## src/rtl/vball_pkg.sv

```systemverilog
// Shared types and constants for the graphics ROM read-port arbiter.
package vball_pkg;

  typedef enum logic [1:0] {
    IDLE,
    ISSUE,
    WAIT
  } state_t;

  localparam logic REQ_BG = 1'b0;
  localparam logic REQ_SP = 1'b1;

  localparam int unsigned DEF_ADDR_W = 19;

endpackage

```

## src/rtl/vball_gfx_arb_pick.sv

```systemverilog
// Combinational winner select between BG and SP fetchers, blank-dependent
// priority overridden by whichever starvation counter has hit its limit.
module vball_gfx_arb_pick
  import vball_pkg::*;
#(
  parameter int unsigned STARVE_MAX = 4
) (
  input  logic       bg_req,
  input  logic       sp_req,
  input  logic       hb,
  input  logic [3:0] bg_starve,
  input  logic [3:0] sp_starve,
  output logic       any_req,
  output logic       win
);

  localparam logic [3:0] STARVE_LIM = 4'(STARVE_MAX);

  always_comb begin
    any_req = bg_req | sp_req;
    win     = REQ_BG;
    if (bg_req && sp_req) begin
      if (sp_starve == STARVE_LIM)      win = REQ_SP;
      else if (bg_starve == STARVE_LIM) win = REQ_BG;
      else                              win = hb ? REQ_SP : REQ_BG;
    end else if (sp_req) begin
      win = REQ_SP;
    end
  end

endmodule

```

## src/rtl/vball_gfx_arb.sv

```systemverilog
// Shares the external graphics ROM read port between the BG tile fetcher and
// the sprite fetcher; fixed latency, one read outstanding at a time.
module vball_gfx_arb
  import vball_pkg::*;
#(
  parameter int unsigned ADDR_W     = DEF_ADDR_W,
  parameter int unsigned LATENCY    = 3,
  parameter int unsigned STARVE_MAX = 4
) (
  input  logic              clk_sys,
  input  logic              reset,
  input  logic              hb,
  input  logic              bg_req,
  input  logic [ADDR_W-1:0] bg_addr,
  output logic [7:0]        bg_data,
  output logic              bg_valid,
  input  logic              sp_req,
  input  logic [ADDR_W-1:0] sp_addr,
  output logic [7:0]        sp_data,
  output logic              sp_valid,
  output logic              mem_rd,
  output logic [ADDR_W-1:0] mem_addr,
  input  logic [7:0]        mem_data,
  output logic              busy
);

  localparam logic [3:0] LAT_LD     = 4'(LATENCY - 1);
  localparam logic [3:0] STARVE_LIM = 4'(STARVE_MAX);

  state_t              state_q, state_d;
  logic [3:0]          cnt_q, cnt_d;
  logic [3:0]          bg_starve_q, bg_starve_d;
  logic [3:0]          sp_starve_q, sp_starve_d;
  logic                win_q, win_d;
  logic [ADDR_W-1:0]   addr_q, addr_d;
  logic [7:0]          bg_data_q, bg_data_d;
  logic [7:0]          sp_data_q, sp_data_d;
  logic                bg_valid_q, bg_valid_d;
  logic                sp_valid_q, sp_valid_d;
  logic                any_req;
  logic                pick_win;

  vball_gfx_arb_pick #(
    .STARVE_MAX(STARVE_MAX)
  ) u_pick (
    .bg_req   (bg_req),
    .sp_req   (sp_req),
    .hb       (hb),
    .bg_starve(bg_starve_q),
    .sp_starve(sp_starve_q),
    .any_req  (any_req),
    .win      (pick_win)
  );

  always_comb begin
    state_d     = state_q;
    cnt_d       = cnt_q;
    bg_starve_d = bg_starve_q;
    sp_starve_d = sp_starve_q;
    win_d       = win_q;
    addr_d      = addr_q;
    bg_data_d   = bg_data_q;
    sp_data_d   = sp_data_q;
    bg_valid_d  = 1'b0;
    sp_valid_d  = 1'b0;
    case (state_q)
      IDLE: begin
        if (any_req) begin
          win_d   = pick_win;
          addr_d  = (pick_win == REQ_SP) ? sp_addr : bg_addr;
          state_d = ISSUE;
          // The other request still being high means this was a contested
          // arbitration, so the loser accrues starvation credit.
          if (pick_win == REQ_SP) begin
            sp_starve_d = '0;
            if (bg_req && bg_starve_q != STARVE_LIM) bg_starve_d = bg_starve_q + 4'd1;
          end else begin
            bg_starve_d = '0;
            if (sp_req && sp_starve_q != STARVE_LIM) sp_starve_d = sp_starve_q + 4'd1;
          end
        end
      end
      ISSUE: begin
        cnt_d   = LAT_LD;
        state_d = WAIT;
      end
      WAIT: begin
        if (cnt_q == '0) begin
          if (win_q == REQ_SP) begin
            sp_data_d  = mem_data;
            sp_valid_d = 1'b1;
          end else begin
            bg_data_d  = mem_data;
            bg_valid_d = 1'b1;
          end
          state_d = IDLE;
        end else begin
          cnt_d = cnt_q - 4'd1;
        end
      end
      default: state_d = IDLE;
    endcase
  end

  always_ff @(posedge clk_sys or posedge reset) begin
    if (reset) begin
      state_q     <= IDLE;
      cnt_q       <= '0;
      bg_starve_q <= '0;
      sp_starve_q <= '0;
      win_q       <= REQ_BG;
      addr_q      <= '0;
      bg_data_q   <= '0;
      sp_data_q   <= '0;
      bg_valid_q  <= 1'b0;
      sp_valid_q  <= 1'b0;
    end else begin
      state_q     <= state_d;
      cnt_q       <= cnt_d;
      bg_starve_q <= bg_starve_d;
      sp_starve_q <= sp_starve_d;
      win_q       <= win_d;
      addr_q      <= addr_d;
      bg_data_q   <= bg_data_d;
      sp_data_q   <= sp_data_d;
      bg_valid_q  <= bg_valid_d;
      sp_valid_q  <= sp_valid_d;
    end
  end

  assign mem_rd   = (state_q == ISSUE);
  assign mem_addr = addr_q;
  assign bg_data  = bg_data_q;
  assign sp_data  = sp_data_q;
  assign bg_valid = bg_valid_q;
  assign sp_valid = sp_valid_q;
  assign busy     = (state_q != IDLE) | bg_valid_q | sp_valid_q;

endmodule

```

## config.mk

```make
export PLATFORM = sky130hd
export DESIGN_NAME = vball_gfx_arb
export DESIGN_NICKNAME = d
export VERILOG_FILES = /design/src/rtl/vball_pkg.sv /design/src/rtl/vball_gfx_arb_pick.sv /design/src/rtl/vball_gfx_arb.sv
export SDC_FILE = /design/constraint.sdc
export NUM_CORES = 1
export LEC_CHECK = 0
export BUFFER_PORTS_ARGS = -buffer_cell sky130_fd_sc_hd__buf_2
export CORE_MARGIN = 4
export CORE_UTILIZATION = 30
export DETAILED_ROUTE_END_ITERATION = 8
export GPL_TIMING_DRIVEN = 0
export PLACE_DENSITY = 0.55
export SYNTH_ARGS = -nofsm -noshare
export SYNTH_HDL_FRONTEND = slang
export SYNTH_HIERARCHICAL = 1
export SYNTH_SLANG_ARGS = --single-unit
```

## constraint.sdc

```tcl
create_clock -name clk_sys -period 6.1 [get_ports clk_sys]
set_input_delay 0.915 -clock clk_sys [delete_from_list [all_inputs] [get_ports clk_sys]]
set_output_delay 0.915 -clock clk_sys [all_outputs]
set_load 0.01 [all_outputs]
```

==> results of run 1 <==
==> sequential cells by signal (all words and copies together) (netlist names) <==
name and cells:
bg_data 8, bg_starve_q 4, bg_valid 1, cnt_q 4, mem_addr 19, sp_data 8, sp_starve_q 4, sp_valid 1
state_q 2, win_q 1
==> per-layer routing <==
layer | global-route usage, % | vias up | routed length (um)
li1 | - | 992 | -
met1 | 15.2 | 976 | 2630
met2 | 20.2 | 58 | 2940
met3 | 3.58 | 12 | 303
met4 | 4.83 | 0 | 147
met5 | 0 | - | 0
==> final cells by class <==
cell class              count  area, um^2
fillers                   766        4680
flip-flops and latches     52        1300
multi-input cells         151        1110
repair buffers             90         465
well taps                 102         128
clock buffers               5        68.8
clock inverters             3        46.3
inverters                  12        45.0
plain buffers              10        41.3
==> stage by stage <==
stage | instances | cell area (um^2)
after floorplan | 225 | 2490
after global placement | 416 | 3070
after detailed placement | 417 | 3090
after CTS | 425 | 3200
after global routing | 425 | 3200
final | 425 | 3200
==> Yosys cell counts, drive strengths merged, types with 2 or more instances <==
library cell and n:
dfrtp 52, nand2 24, o21ai 21, mux2i 19, mux2 16, inv 11
nor2b 6, a31oi 5, buf 5, clkbuf 5, ha 5, nand4 5
a21oi 4, and2 4, nand2b 4, nor3 3, o311ai 3, or2b 3
a41o 2, nand3b 2, nand4b 2, nor2 2, o22ai 2, o41ai 2
or3b 2
==> kinds of logic (layout without fill, tap and decap cells) <==
kind of cell,after synthesis,after routing
adders and majority gates,5,5
muxes,35,35
DFF,52,52
AOI/OAI and AO/OA,46,46
buffers and inverters,22,120
and+or+nand+nor,65,65
==> worst max-delay path, delay by kind of cell, from the launching register on <==
| family | cells | cell delay (ns) |
|---|---|---|
| flops | 1 | 0.47 |
| buf+inv | 2 | 0.40 |
| simple gates | 1 | 0.56 |
==> path summary, 6_finish.rpt <==
path | startpoint | endpoint
hold reg to reg | mem_addr[10]$_DFFE_PP0P_ | mem_addr[10]$_DFFE_PP0P_
setup reg to reg | sp_starve_q[0]$_DFFE_PP0P_ | mem_addr[17]$_DFFE_PP0P_
max in group asynchronous | reset | mem_addr[11]$_DFFE_PP0P_
min in group asynchronous | reset | bg_data[7]$_DFFE_PP0P_
hold / removal | mem_addr[10]$_DFFE_PP0P_ | mem_addr[10]$_DFFE_PP0P_
setup / recovery | state_q[1]$_DFFE_PP0P_ | busy
==> power by group <==
group | internal (mW) | switching (mW)
Sequential | 0.501 | 0.109
Combinational | 0.279 | 0.335
Clock | 0.125 | 0.120
Total | 0.904 | 0.564
==> flow_summary.toml, run 1 <==
[worst_setup_path]
ff2ff_path_depth = 6
crit_chain = "clkbuf_1, or4_1, buf_2"
crit_fanout = 10
cp-end-kind = "output port"
crit_required_ns = 5.18
rrSetupSlack_ns = 3.71
cp_slowest_cell = "or4_1"
critPathArrivalTime_ns = 1.73
worstSetupPathType = "reg -> out"
cpPeakStageDelay_ns = 0.56
start_kind = "flop"

[logic_synthesis]
synth_cells = 225
synth_area_leaders = "dfrtp_1, mux2i_1, mux2_2"
ys_seq_area_share_pct = 52.2
synth_top_cell_area_share_pct = 52.2
synth_xor_area_share_pct = 0
synth_compound_area_share_pct = 11.7
avgSynthCellArea_um2 = 11.1
yosys_warnings = 6
synth_edf_count = 0
synth_top_family_by_area = "simple AND/OR/NAND/NOR gates"
synthSimpleGateAreaFrac_pct = 15.3
muxShareOfSynthArea_pct = 14.8
ys_types = 46
ys_async_sr_fraction_pct = 100
synth-main-ff-cell = "dfrtp_1"
syn_nets = 281
ys_ff_latch = 52
synth_adder_area_share_pct = 2.51
synth_top_area_cell = "dfrtp_1"
syn_area_um2 = 2490

[die]
fp-row-count = 32
die_w_um = 99.2
pin_count = 90
dieArea_um2 = 9840
die_y_um = 99.2
core_area_um2 = 7890
start_util_pct = 31.6

[cells_and_area]
nets = 378
diodes = 0
drive_above_1_share_pct = 38.1
final_cell_mix = "buf_2, dfrtp_1, nand2_1"
layout_commonest_cell = "buf_2"
area_growth_pct = 28.4
final_core_util_pct = 40.6

[clocking]
cts_buffers = 5
clk_path_buf_depth = 2
cts.reportedPaths.clkPinSlew_ns = 0.10
ctsHoldBuffers = 0
cts_resized = 0
clock-sinks = 52
post_cts_buffers = 0
htree_levels = 2
worstSkewPairLatency_ns = 0.31
cts_tree = "built"
cts_root_buf = "clkbuf_8"

[place]
place_ws_ns = 3.57
hpwl_um = 4530
port_buffers = 89
routabilityCongestion = 0.752

[timing]
rsz0062_at_grt = "false"
layout_worst_path_cycle_share_pct = 43.4
holdWs_ns = 0.486
setup_viol_count_final = 0
fmax_ghz = 0.378
finalSetupTns_ns = 0
tightestPinTransition_ns = 0.731
fin_skew_ns = 0.00859
min_period_ns = 2.65
final-max-slew-violation-count = 0
setup_ws_ns = 3.45
max_slew_margin_pct = 51.3
hold_violations = 0

[global_route]
grt_usage_pct = 12.3
grt_pass1_wl_um = 9800
grt_start_max_net_pins = 40
grt_pass1_vias = 2068
antenna_found_initial = 0
grt_overflow = 0

[routing]
dr.pass1.iters = 4
post-route-drc-count = 0
ant_nets = 0
vias = 2038
drtIter0Drc = 90
wl_per_cell_um = 14.2
viasPerCell = 4.80
routed_wl_um = 6020

[run]
maxCapViolations = 0

[power_and_ir_drop]
power.total_mw = 1.47
vdd_drop_max_uv = 176
power_density_nw_per_um2 = 459
leakage_nw = 1.58

[min_path]
hold_class = "reg -> reg"
whs_path_depth = 2

[run_status]
outcome = "completed"
(Power assumes the default switching activity.)
==> run 2, diff against run 1 <==
--- a/config.mk
+++ b/config.mk
@@ -10,7 +10,7 @@
 export CORE_UTILIZATION = 30
 export DETAILED_ROUTE_END_ITERATION = 8
 export GPL_TIMING_DRIVEN = 0
-export PLACE_DENSITY = 0.55
+export PLACE_DENSITY = 0.57
 export SYNTH_ARGS = -nofsm -noshare
 export SYNTH_HDL_FRONTEND = slang
 export SYNTH_HIERARCHICAL = 1
==> constraint.sdc (replaced) <==
create_clock -name clk_sys -period 2.12 [get_ports clk_sys]
set_input_delay 0.318 -clock clk_sys [delete_from_list [all_inputs] [get_ports clk_sys]]
set_output_delay 0.318 -clock clk_sys [all_outputs]
set_load 0.01 [all_outputs]
==> run 2 against run 1 <==
First-iteration DRC count grew 16%. Highest routed layer unchanged. Hold slack lost 0.48 ns. Non-clock buffer count grew 1. Flip-flop and latch count is the same. Largest cell class unchanged. Worst setup slack lost 3.4 ns. Via count shrank 1.2%.
==> flow_summary.toml, run 2 (synthesis gave the netlist of run 1 again) <==
[timing]
tightestPinTransition_ns = 0.433
hold_violations = 0
setup_ws_ns = 0.0744
final-max-slew-violation-count = 0
finalSetupTns_ns = 0
fin_skew_ns = 0.00721
min_period_ns = 2.05
layout_worst_path_cycle_share_pct = 96.5
fmax_ghz = 0.489
holdWs_ns = 0.00791
setup_viol_count_final = 0
max_slew_margin_pct = 70.8

[cells_and_area]
nets = 379
area_growth_pct = 30.4
diodes = 0
largest_reg_flops = 19
layout_commonest_cell = "buf_2"
layoutNonFillerInstCount = 426
drive_above_1_share_pct = 40.4
final_cell_mix = "buf_2, dfrtp_1, nand2_1"
fill_cells = 785

[clocking]
cts_buffers = 5
cts.reportedPaths.clkPinSlew_ns = 0.10
cts_tree = "built"
htree_levels = 2
cts_root_buf = "clkbuf_8"
clk_path_buf_depth = 2
clock-sinks = 52
worstSkewPairLatency_ns = 0.30

[worst_setup_path]
cp_slowest_cell = "or4_1"
crit_required_ns = 1.80
start_kind = "flop"
crit_fanout = 10
cpPeakStageDelay_ns = 0.54
critPathArrivalTime_ns = 1.73
cp-end-kind = "output port"
crit_chain = "clkbuf_1, or4_1, buf_2"
worstSetupPathType = "reg -> out"

[power_and_ir_drop]
power_density_nw_per_um2 = 1280
power.total_mw = 4.16
leakage_nw = 1.59
vdd_drop_max_uv = 510

[global_route]
grt_pass1_vias = 2089
grt_pass1_wl_um = 10200
grt_start_max_net_pins = 35
grt_overflow = 0
grt_usage_pct = 12.6
antenna_found_initial = 0

[routing]
viasPerCell = 4.73
dr.pass1.iters = 4
drtIter0Drc = 104
vias = 2014
routed_wl_um = 6040
wl_per_cell_um = 14.2
ant_nets = 0
post-route-drc-count = 0

[die]
die_w_um = 99.2
start_util_pct = 31.6
dieArea_um2 = 9840
pin_count = 90
fp-row-count = 32
die_y_um = 99.2
core_area_um2 = 7890

[place]
hpwl_um = 4470
place_ws_ns = -0.280
routabilityCongestion = 0.768
dp.cells = 417
port_buffers = 89

[min_path]
hold_class = "in -> async"

[run_status]
outcome = "completed"

[run]
maxCapViolations = 0
[run 2: cell count changes in the layout (fill, tap and decap cells not counted), sizes merged]
cell,previous run,this run
clkbuf,10,11
buf,95,96
bufinv,1,0
[run 2: timing repair]
| action | 4_1_cts | 5_1_grt |
|---|---|---|
| gates resized for setup | 5 | 9 |
| endpoints found under the setup margin | 24 | 39 |
| pin swaps | 0 | 1 |
| endpoints found under the hold margin | 0 | 0 |
| hold buffers | 0 | 0 |
| setup buffers | 0 | 1 |
[run 2: per-layer routing]
metal | GRT usage, % | part of all wire, % | vias up
met3 | 2.81 | 4.0 | 6
met1 | 16.4 | 45 | 951
met2 | 21.1 | 49 | 48
met4 | 3.68 | 1.3 | 0
li1 | - | - | 1009
met5 | 0 | 0 | -
[run 2: critical path: cells and delay by family (launching register included)]
kind	cells	cell delay, ns
buffers and inverters	2	0.40
DFF	1	0.48
and+or+nand+nor	1	0.54
[run 2: report_power, final]
group,internal [mW],switching [mW],leakage (nW)
registers,1.44,0.329,0.642
logic,0.824,0.964,0.901
clock network,0.268,0.336,0.0516
total,2.53,1.63,1.59
[run 2: final timing paths]
kind | from | endpoint | slack [ns] | depth (start not counted)
worst min-delay path | reset | bg_data[2]$_DFFE_PP0P_ | 0.008 | 2
worst max register to register | sp_starve_q[1]$_DFFE_PP0P_ | mem_addr[15]$_DFFE_PP0P_ | 0.14 | 6
worst max-delay path | state_q[1]$_DFFE_PP0P_ | busy | 0.07 | 3
max in group asynchronous | reset | mem_addr[15]$_DFFE_PP0P_ | 1.58 | 3
worst min register to register | mem_addr[2]$_DFFE_PP0P_ | mem_addr[2]$_DFFE_PP0P_ | 0.48 | 2
min in group clk_sys | mem_data[2] | sp_data[2]$_DFFE_PP0P_ | 0.25 | 2
[run 2: final cells by class]
cell class	count	area, um^2	area share, %
Timing Repair Buffer	91	485	14.9
Inverter	12	45.0	1.38
Sequential cell	52	1300	40.0
Clock buffer	6	82.6	2.54
Tap cell	102	128	3.92
Buffer	10	58.8	1.81
Multi-Input combinational cell	151	1140	35.0
Clock inverter	2	13.8	0.423
[run 2: metrics by stage]
step | cell area, um^2 | utilization [%]
6_report | 3250 | 41.3
5_1_grt | 3250 | 41.3
4_1_cts | 3200 | 40.5
3_5_place_dp | 3090 | 39.1
3_3_place_gp | 3070 | 38.9
2_1_floorplan | 2490 | -
==> run 3, diff against run 2 <==
--- a/config.mk
+++ b/config.mk
@@ -8,9 +8,10 @@
 export BUFFER_PORTS_ARGS = -buffer_cell sky130_fd_sc_hd__buf_2
 export CORE_MARGIN = 4
 export CORE_UTILIZATION = 30
+export CTS_CLUSTER_SIZE = 14
 export DETAILED_ROUTE_END_ITERATION = 8
 export GPL_TIMING_DRIVEN = 0
-export PLACE_DENSITY = 0.57
+export PLACE_DENSITY = 0.55
 export SYNTH_ARGS = -nofsm -noshare
 export SYNTH_HDL_FRONTEND = slang
 export SYNTH_HIERARCHICAL = 1
==> constraint.sdc (replaced) <==
create_clock -name clk_sys -period 2.15 [get_ports clk_sys]
set_input_delay 0.3225 -clock clk_sys [delete_from_list [all_inputs] [get_ports clk_sys]]
set_output_delay 0.3225 -clock clk_sys [all_outputs]
set_load 0.01 [all_outputs]
==> run 3 against run 2 <==
Count of clock-buffer cells in the layout shrank 1. Register-to-register slack lost 0.03 ns. Hold slack improved by 0.24 ns. Core utilization barely moved. Clock power grew 15%. Clock skew decreased by 0.00078 ns. Total power up 0.55%. Via count up 2.7%. Wire length hardly changed. Worst setup slack better by 0.033 ns.
==> flow_summary.toml, run 3 (synthesis gave the netlist of run 1 again) <==
[cells_and_area]
post-route-cell-area_um2 = 3250
final_cell_mix = "buf_2, dfrtp_1, nand2_1"
diodes = 0
layout_commonest_cell = "buf_2"
largest_reg_flops = 19
nets = 380
drive_above_1_share_pct = 39.4
fill_cells = 762
final_core_util_pct = 41.2
area_growth_pct = 30.3

[run]
maxCapViolations = 0

[timing]
hold_violations = 0
fin_skew_ns = 0.00643
final-max-slew-violation-count = 0
min_period_ns = 2.04
fmax_ghz = 0.489
tightestPinTransition_ns = 0.504
holdWs_ns = 0.251
max_slew_margin_pct = 66.0
layout_worst_path_cycle_share_pct = 95.0
setup_ws_ns = 0.107
setup_viol_count_final = 0
finalSetupTns_ns = 0
rsz0062_at_grt = "false"

[worst_setup_path]
critPathArrivalTime_ns = 2.23
crit_fanout = 10
rrSetupSlack_ns = 0.11
start_kind = "flop"
crit_required_ns = 2.33
cp-end-kind = "flop"
worstSetupPathType = "reg -> reg"

[die]
fp-row-count = 32
die_y_um = 99.2
die_w_um = 99.2
dieArea_um2 = 9840
pin_count = 90
start_util_pct = 31.6
core_area_um2 = 7890

[routing]
post-route-drc-count = 0
dr.pass1.iters = 4
ant_nets = 0
vias = 2069
wl_per_cell_um = 14.1
drtIter0Drc = 82
viasPerCell = 4.85
routed_wl_um = 6040

[clocking]
clock-sinks = 52
clk_path_buf_depth = 2
cts_root_buf = "clkbuf_8"
worstSkewPairLatency_ns = 0.31
cts.reportedPaths.clkPinSlew_ns = 0.10
cts_buffers = 5
htree_levels = 2
cts_tree = "built"

[place]
port_buffers = 89
hpwl_um = 4530
dpl_cell_area_um2 = 3090
routabilityCongestion = 0.752
place_ws_ns = -0.220

[global_route]
grt_pass1_vias = 2080
grt_usage_pct = 12.3
grt_pass1_wl_um = 9840
grt_start_max_net_pins = 40
grt_overflow = 0
antenna_found_initial = 0

[min_path]
hold_class = "in -> reg"

[power_and_ir_drop]
switchingPower_mw = 1.60
pwr-share-seq_pct = 41.3
leakage_nw = 1.60
pwr-share-clk_pct = 16.6
p_int_mw = 2.58
vdd_drop_max_uv = 500
power_density_nw_per_um2 = 1290
swShare_pct = 38.3
combPwrFrac_pct = 42.1

[run_status]
outcome = "completed"
## run 3: area by class of cell
type                       instances  area, um^2  area share (%)
sequential                        52        1300            40.0
multi-input combinational        151        1110            34.2
timing repair buffer              92         495            15.2
tap                              102         128            3.92
clock buffer                       5        68.8            2.12
buffer                            10        53.8            1.65
clock inverter                     3        46.3            1.42
inverter                          12        45.0            1.39
## run 3: per-layer routing
metal / wire (um) / vias to the layer above / global-route usage, %
met4: 160 / 0 / 5.04
met3: 308 / 13 / 3.65
met2: 2970 / 57 / 20.2
li1: - / 998 / -
met5: 0 / - / 0
met1: 2600 / 1001 / 15.2
## run 3: path summary, 6_finish.rpt
check / start / end / depth (start not counted)
setup / recovery: sp_starve_q[0]$_DFFE_PP0P_ / mem_addr[4]$_DFFE_PP0P_ / 5
hold / removal: mem_data[7] / sp_data[7]$_DFFE_PP0P_ / 2
setup reg to reg: sp_starve_q[0]$_DFFE_PP0P_ / mem_addr[4]$_DFFE_PP0P_ / 5
hold reg to reg: mem_addr[17]$_DFFE_PP0P_ / mem_addr[17]$_DFFE_PP0P_ / 2
max in group asynchronous: reset / mem_addr[11]$_DFFE_PP0P_ / 4
min in group asynchronous: reset / bg_data[7]$_DFFE_PP0P_ / 3
## run 3: timing repair
action,4_1_cts,5_1_grt
hold endpoints to repair,13,0
pin swaps,0,1
gates resized for setup,4,5
buffers inserted,0,1
gates cloned,0,0
endpoints found under the setup margin,23,24
hold buffers,1,0
## run 3: stage by stage
stage / power, mW / std cells
2_1_floorplan: 2.81 / 225
3_3_place_gp: 3.48 / 416
3_5_place_dp: 3.53 / 417
4_1_cts: 4.23 / 426
5_1_grt: 4.51 / 427
6_report: 4.19 / 427
## run 3: worst max-delay path, cell delays in order, from the launching register on
cell and delay, ns:
dfrtp_1 0.46, or4b_1 0.55, a31oi_2 0.23, buf_2 0.34
mux2i_1 0.25, o21ai_0 0.09
## run 3: power by group through the flow
stage	logic (mW)	registers, mW	clock network [mW]
final	1.76	1.73	0.694
after global routing	1.96	1.80	0.748
after CTS	1.78	1.74	0.716
after detailed placement	1.78	1.75	0
after global placement	1.73	1.75	0
after floorplan	0.942	1.87	0
